File: src/rtl/rho_pkg.sv
// rtl/rho_pkg.sv - shared constants, rho offsets and FSM state type for the rho stage
package rho_pkg;

    localparam int SLICES = 64;
    localparam int LANES  = 25;
    localparam int CNT_W  = 6;

    localparam logic [CNT_W-1:0] CNT_LAST = CNT_W'(SLICES - 1);

    // Left-rotation amount of lane i, where slice bit i = lane (x + 5*y)
    localparam logic [CNT_W-1:0] RHO_OFF [LANES] = '{
        6'd0,  6'd1,  6'd62, 6'd28, 6'd27,
        6'd36, 6'd44, 6'd6,  6'd55, 6'd20,
        6'd3,  6'd10, 6'd43, 6'd25, 6'd39,
        6'd41, 6'd45, 6'd15, 6'd21, 6'd8,
        6'd18, 6'd2,  6'd61, 6'd56, 6'd14
    };

    typedef enum logic [1:0] {
        IDLE  = 2'd0,
        LOAD  = 2'd1,
        WRITE = 2'd2,
        DONE  = 2'd3
    } rho_state_t;

endpackage

File: src/rtl/rho_rotate_func_if.sv
// rtl/rho_rotate_func_if.sv - slice read/write bus between the rho stage and its neighbours
interface rho_rotate_func_if;

    logic                      start;
    logic [rho_pkg::CNT_W-1:0] cnt_value;
    logic [rho_pkg::LANES-1:0] line_in;
    logic                      write_enable;
    logic [rho_pkg::LANES-1:0] write_value;
    logic                      done;

    modport master (
        input  start,
        input  line_in,
        output cnt_value,
        output write_enable,
        output write_value,
        output done
    );

    modport slave (
        output start,
        output line_in,
        input  cnt_value,
        input  write_enable,
        input  write_value,
        input  done
    );

endinterface

File: src/rtl/rho_slice_buf.sv
// rtl/rho_slice_buf.sv - 64x25 slice register file with one write port and per-lane rotated reads
module rho_slice_buf
    import rho_pkg::*;
(
    input  logic             clk,
    input  logic             we,
    input  logic [CNT_W-1:0] wr_addr,
    input  logic [LANES-1:0] wr_data,
    input  logic [CNT_W-1:0] rd_base,
    output logic [LANES-1:0] rd_data
);

    logic [LANES-1:0] mem [SLICES];

    // Contents deliberately survive reset; every run reloads all slices before reading.
    always_ff @(posedge clk) begin
        if (we) begin
            mem[wr_addr] <= wr_data;
        end
    end

    for (genvar i = 0; i < LANES; i++) begin : g_lane
        logic [CNT_W-1:0] rd_addr;
        assign rd_addr    = rd_base - RHO_OFF[i];
        assign rd_data[i] = mem[rd_addr][i];
    end

endmodule

File: src/rtl/rho_rotate_func.sv
// rtl/rho_rotate_func.sv - Keccak rho stage: load 64 slices, write back 64 lane-rotated slices
module rho_rotate_func
    import rho_pkg::*;
(
    input  logic               clk,
    input  logic               rst,
    rho_rotate_func_if.master  bus
);

    rho_state_t       state, state_n;
    logic [CNT_W-1:0] cnt, cnt_n;
    logic             phase, phase_n;
    logic             start_q;
    logic             buf_we;

    always_ff @(posedge clk or negedge rst) begin
        if (!rst) begin
            state   <= IDLE;
            cnt     <= '0;
            phase   <= 1'b0;
            start_q <= 1'b0;
        end else begin
            state   <= state_n;
            cnt     <= cnt_n;
            phase   <= phase_n;
            start_q <= bus.start;
        end
    end

    always_comb begin
        state_n = state;
        cnt_n   = cnt;
        phase_n = phase;
        buf_we  = 1'b0;
        unique case (state)
            IDLE: begin
                if (bus.start && !start_q) begin
                    state_n = LOAD;
                    cnt_n   = '0;
                end
            end
            LOAD: begin
                buf_we = 1'b1;
                cnt_n  = cnt + 1'b1;
                if (cnt == CNT_LAST) begin
                    state_n = WRITE;
                    phase_n = 1'b0;
                end
            end
            WRITE: begin
                // Two cycles per slice so each write gets its own write_enable rising edge
                if (!phase) begin
                    phase_n = 1'b1;
                end else begin
                    phase_n = 1'b0;
                    cnt_n   = cnt + 1'b1;
                    if (cnt == CNT_LAST) begin
                        state_n = DONE;
                    end
                end
            end
            DONE: begin
                cnt_n   = '0;
                state_n = IDLE;
            end
            default: state_n = IDLE;
        endcase
    end

    rho_slice_buf u_buf (
        .clk     (clk),
        .we      (buf_we),
        .wr_addr (cnt),
        .wr_data (bus.line_in),
        .rd_base (cnt),
        .rd_data (bus.write_value)
    );

    assign bus.cnt_value    = cnt;
    assign bus.write_enable = (state == WRITE) && !phase;
    assign bus.done         = (state == DONE);

endmodule
File: src/flat_wrapper.sv
// flat-port wrapper written by rule: the top's interface ports become plain ports
module rho_rotate_func_flat import rho_pkg::*;
  (clk, rst, bus_start, bus_line_in, bus_cnt_value, bus_write_enable, bus_write_value, bus_done);
  rho_rotate_func_if bus_i ();
  input  logic clk;
  input  logic rst;
  input wire logic [$bits(bus_i.start)-1:0] bus_start;
  input wire logic [$bits(bus_i.line_in)-1:0] bus_line_in;
  output wire logic [$bits(bus_i.cnt_value)-1:0] bus_cnt_value;
  output wire logic [$bits(bus_i.write_enable)-1:0] bus_write_enable;
  output wire logic [$bits(bus_i.write_value)-1:0] bus_write_value;
  output wire logic [$bits(bus_i.done)-1:0] bus_done;
  assign bus_i.start = bus_start;
  assign bus_i.line_in = bus_line_in;
  assign bus_cnt_value = bus_i.cnt_value;
  assign bus_write_enable = bus_i.write_enable;
  assign bus_write_value = bus_i.write_value;
  assign bus_done = bus_i.done;
  rho_rotate_func u_core (.clk(clk), .rst(rst), .bus(bus_i));
endmodule
File: config.mk
export PLATFORM = sky130hd
export DESIGN_NAME = rho_rotate_func_flat
export DESIGN_NICKNAME = d
export VERILOG_FILES = /design/src/rtl/rho_pkg.sv /design/src/rtl/rho_rotate_func_if.sv /design/src/rtl/rho_slice_buf.sv /design/src/rtl/rho_rotate_func.sv /design/src/flat_wrapper.sv
export SDC_FILE = /design/constraint.sdc
export NUM_CORES = 2
export LEC_CHECK = 0
export ABC_AREA = 1
export CAP_MARGIN = 0
export CORE_ASPECT_RATIO = 1.2
export CORE_UTILIZATION = 25
export DETAILED_ROUTE_END_ITERATION = 8
export PLACE_DENSITY_LB_ADDON = 0.3
export SLEW_MARGIN = 20
export SYNTH_ARGS = -nofsm -noshare
export SYNTH_HDL_FRONTEND = slang
export SYNTH_HIERARCHICAL = 1
export SYNTH_SLANG_ARGS = --single-unit
export TNS_END_PERCENT = 100
File: constraint.sdc
create_clock -name clk -period 4.2 [get_ports clk]
set_clock_uncertainty 0.15 [all_clocks]
set_input_delay 0.84 -clock clk [delete_from_list [all_inputs] [get_ports clk]]
set_output_delay 0.84 -clock clk [all_outputs]
set_load 0.03 [all_outputs]
==> out/qor.yml <==
cts_buffer_depth: 3
swShare_pct: 39.6
rsz0062_at_grt: "true"
path_clk_slew_ns: 0.06
dr_total_vias: 48200
grt.overflow.total: 0
placedCellCount: 9736
synth_area_leaders: "edfxtp_1, nand2_1, nand3_1"
synthToLayoutAreaGrowth_pct: 22.9
grt_start_max_net_pins: 90
crit_arrival_ns: 3.23
clock-sinks: 1610
cellLeakagePower_nw: 31.6
via_per_inst: 4.73
clock-root-buffer: "clkbuf_16"
ant_nets: 0
wirelength_um: 243000
num_rows: 209
hold_path_class: "input port to flip-flop"
synth_nets: 6255
gp_congestion: 0.887
clkPwrFrac_pct: 26.0
nets: 6505
htreeDepth: 4
cts_tree: "done"
critPathCaptureType: "primary output"
power_density_nw_per_um2: 694
drv_slew: 0
clk_latency_ns: 0.82
drc_errors: 4
maxCapViolCount: 0
power_frac_comb_pct: 43.1
cell_internal_pwr_mw: 35.1
use_met3_pct: 2.73
post-route-cell-area_sq_um: 83600
layout.cells.non_filler: 10200
yosys_warnings: 6
grt_first_pass_wirelength_um: 339000
start_util_pct: 25.2
synth-seq-cells: 1610
p_seq_share_pct: 31.0
cts_made_buffers: 178
use_met2_pct: 28.2
port_buffers: 60
setup_ws_ns: -0.0188
die_area_sq_um: 274000
fmax_ghz: 0.237
synth.avg_cell_area_sq_um: 11.0
grt_pass1_vias: 44900
synth_top_area_share_pct: 70.6
holdBufCountCts: 0
final_layout_size_suffix_gt1_share_pct: 13.7
wl_per_cell_um: 23.9
grt_usage_pct: 17.1
use_met1_pct: 22.3
ios: 61
crit_type: "flip-flop to primary output"
dpl.hpwl_um: 130000
total_power_mw: 58.0
ys_types: 29
die_w_um: 478
finalCritPeriodShare_pct: 100
drt_iter0_markers: 5178
ys_seq_area_share_pct: 71.0
netlist_area_sq_um: 68000
die_h_um: 573
fillers: 27300
min_period_ns: 4.22
antenna_found_initial: 16
worstMarginPinSlew_ns: 1.17
violations: "design-rule violations, negative setup slack"
cp.required_ns: 3.21
timing.slew.headroom_pct: 21.9
final_common_cell: "nand2_1"
status: "complete, but fails checks"
ir_drop_mv: 0.814
startpoint_type: "flip-flop"
drt_first_pass_iters: 8
timing_hold_violations_final: 0
synth_area_leader_cell: "edfxtp_1"
worstPathMaxFanout: 11
place_area_sq_um: 74500
power.switching_mw: 23.0
whs_ns: 0.290
design.core.area_sq_um: 270000
setup_viol: 1
final_cell_mix: "nand2_1, edfxtp_1, nand3_1, inv_1, nor2_1"
dp_slack_ns: -0.0659
busiest_layer: "met2"
r2r_slack_ns: 0.29
synthCells: 6202
[synth_stat cells]
master	number
nand3_1	1105
clkbuf_1	125
nand2_1	2142
buf_4	33
inv_4	2
inv_1	478
nand4_1	10
buf_6	18
nand2_2	4
xor2_1	36
o21ai_2	1
clkinv_1	2
nand3b_1	1
nor2_4	1
or2_2	2
xnor2_1	5
nor4_1	8
or2_1	1
buf_1	34
edfxtp_1	1600
ha_1	25
nor2_1	282
dfrtp_1	10
o21ai_0	133
o211ai_1	4
inv_2	1
buf_2	126
a21oi_1	7
o21ai_1	6
[power by group through the flow]
stage	Clock (mW)	Combinational [mW]	Sequential [mW]
2_1_floorplan	0	10.9	18.3
3_3_place_gp	0	19.7	18.3
3_5_place_dp	0	19.7	18.4
4_1_cts	15.3	24.1	18.0
5_1_grt	15.9	26.3	18.0
6_report	15.1	25.0	18.0
[final timing paths]
kind / from / endpoint / depth (start not counted)
min in group asynchronous: rst / u_core/phase$_DFFE_PN0P_ / 1
min reg2reg: u_core/phase$_DFFE_PN0P_ / u_core/phase$_DFFE_PN0P_ / 2
max in group asynchronous: rst / u_core/bus.cnt_value[1]$_DFFE_PN0P_ / 1
min: bus_line_in[21] / u_core/u_buf/mem[3][21]$_DFFE_PP_ / 1
max reg2reg: u_core/bus.cnt_value[2]$_DFFE_PN0P_ / u_core/u_buf/mem[56][13]$_DFFE_PP_ / 8
max: u_core/bus.cnt_value[4]$_DFFE_PN0P_ / bus_write_value[16] / 10
[cell families (layout without fill, tap and decap cells)]
family / Yosys count / in the layout / synth area share, %
other: 0 / 4 / 0
DFF: 1610 / 1610 / 71.0
buffers and inverters: 819 / 1213 / 5.14
and+or+nand+nor: 3556 / 3556 / 21.8
adders and majority gates: 25 / 25 / 0.460
xor gates and xnor gates: 41 / 41 / 0.528
AOI/OAI and AO/OA: 151 / 151 / 1.13
[registers in the layout, indices dropped and copies added, names as in the netlist]
| signal | cells |
|---|---|
| u_core/start_q | 1 |
| u_core/u_buf/mem | 1600 |
| u_core/bus.cnt_value | 6 |
| u_core/phase | 1 |
| u_core/state | 2 |
[metal layers]
| metal | part of all wire (%) | vias to the layer above |
|---|---|---|
| met5 | 0 | - |
| met4 | 3.9 | 0 |
| met3 | 7.2 | 430 |
| met2 | 48 | 2057 |
| met1 | 41 | 24200 |
| li1 | - | 21500 |
[per-stage QoR]
stage               TNS [ns]  utilization (%)
floorplan             -17.53                -
global placement      -0.215             27.5
detailed placement    -0.115             27.5
CTS                   -0.260             30.7
global route          -0.604             30.9
finish               -0.0188             30.9
[final cells by class]
cell class / count / area (sq um) / share of cell area [%]
antenna: 4 / 10.0 / 0.0120
clock buffer: 237 / 4800 / 5.74
clock inverter: 87 / 716 / 0.856
inverter: 483 / 1890 / 2.26
multi-input combinational: 3773 / 17900 / 21.4
sequential: 1610 / 48300 / 57.8
tap: 3587 / 4490 / 5.37
timing repair buffer: 401 / 5510 / 6.59
timing repair inverter: 5 / 43.8 / 0.0524
[worst max-delay path, cell delays in order (launching register included)]
cell      delay (ns)
dfrtp_1         0.40
clkinv_1        0.08
buf_4           0.23
ha_1            0.34
inv_1           0.13
o21ai_0         0.22
xor2_1          0.53
inv_1           0.12
nand3_2         0.12
nand2_2         0.07
buf_6           0.14
[what timing repair did]
item | 4_1_cts | 5_1_grt
gates resized for setup | 276 | 100
pin swaps | 38 | 26
gates cloned | 43 | 10
buffers inserted | 58 | 13
endpoints found under the setup margin | 25 | 25
Note: power is estimated with default switching activity, not from simulation.
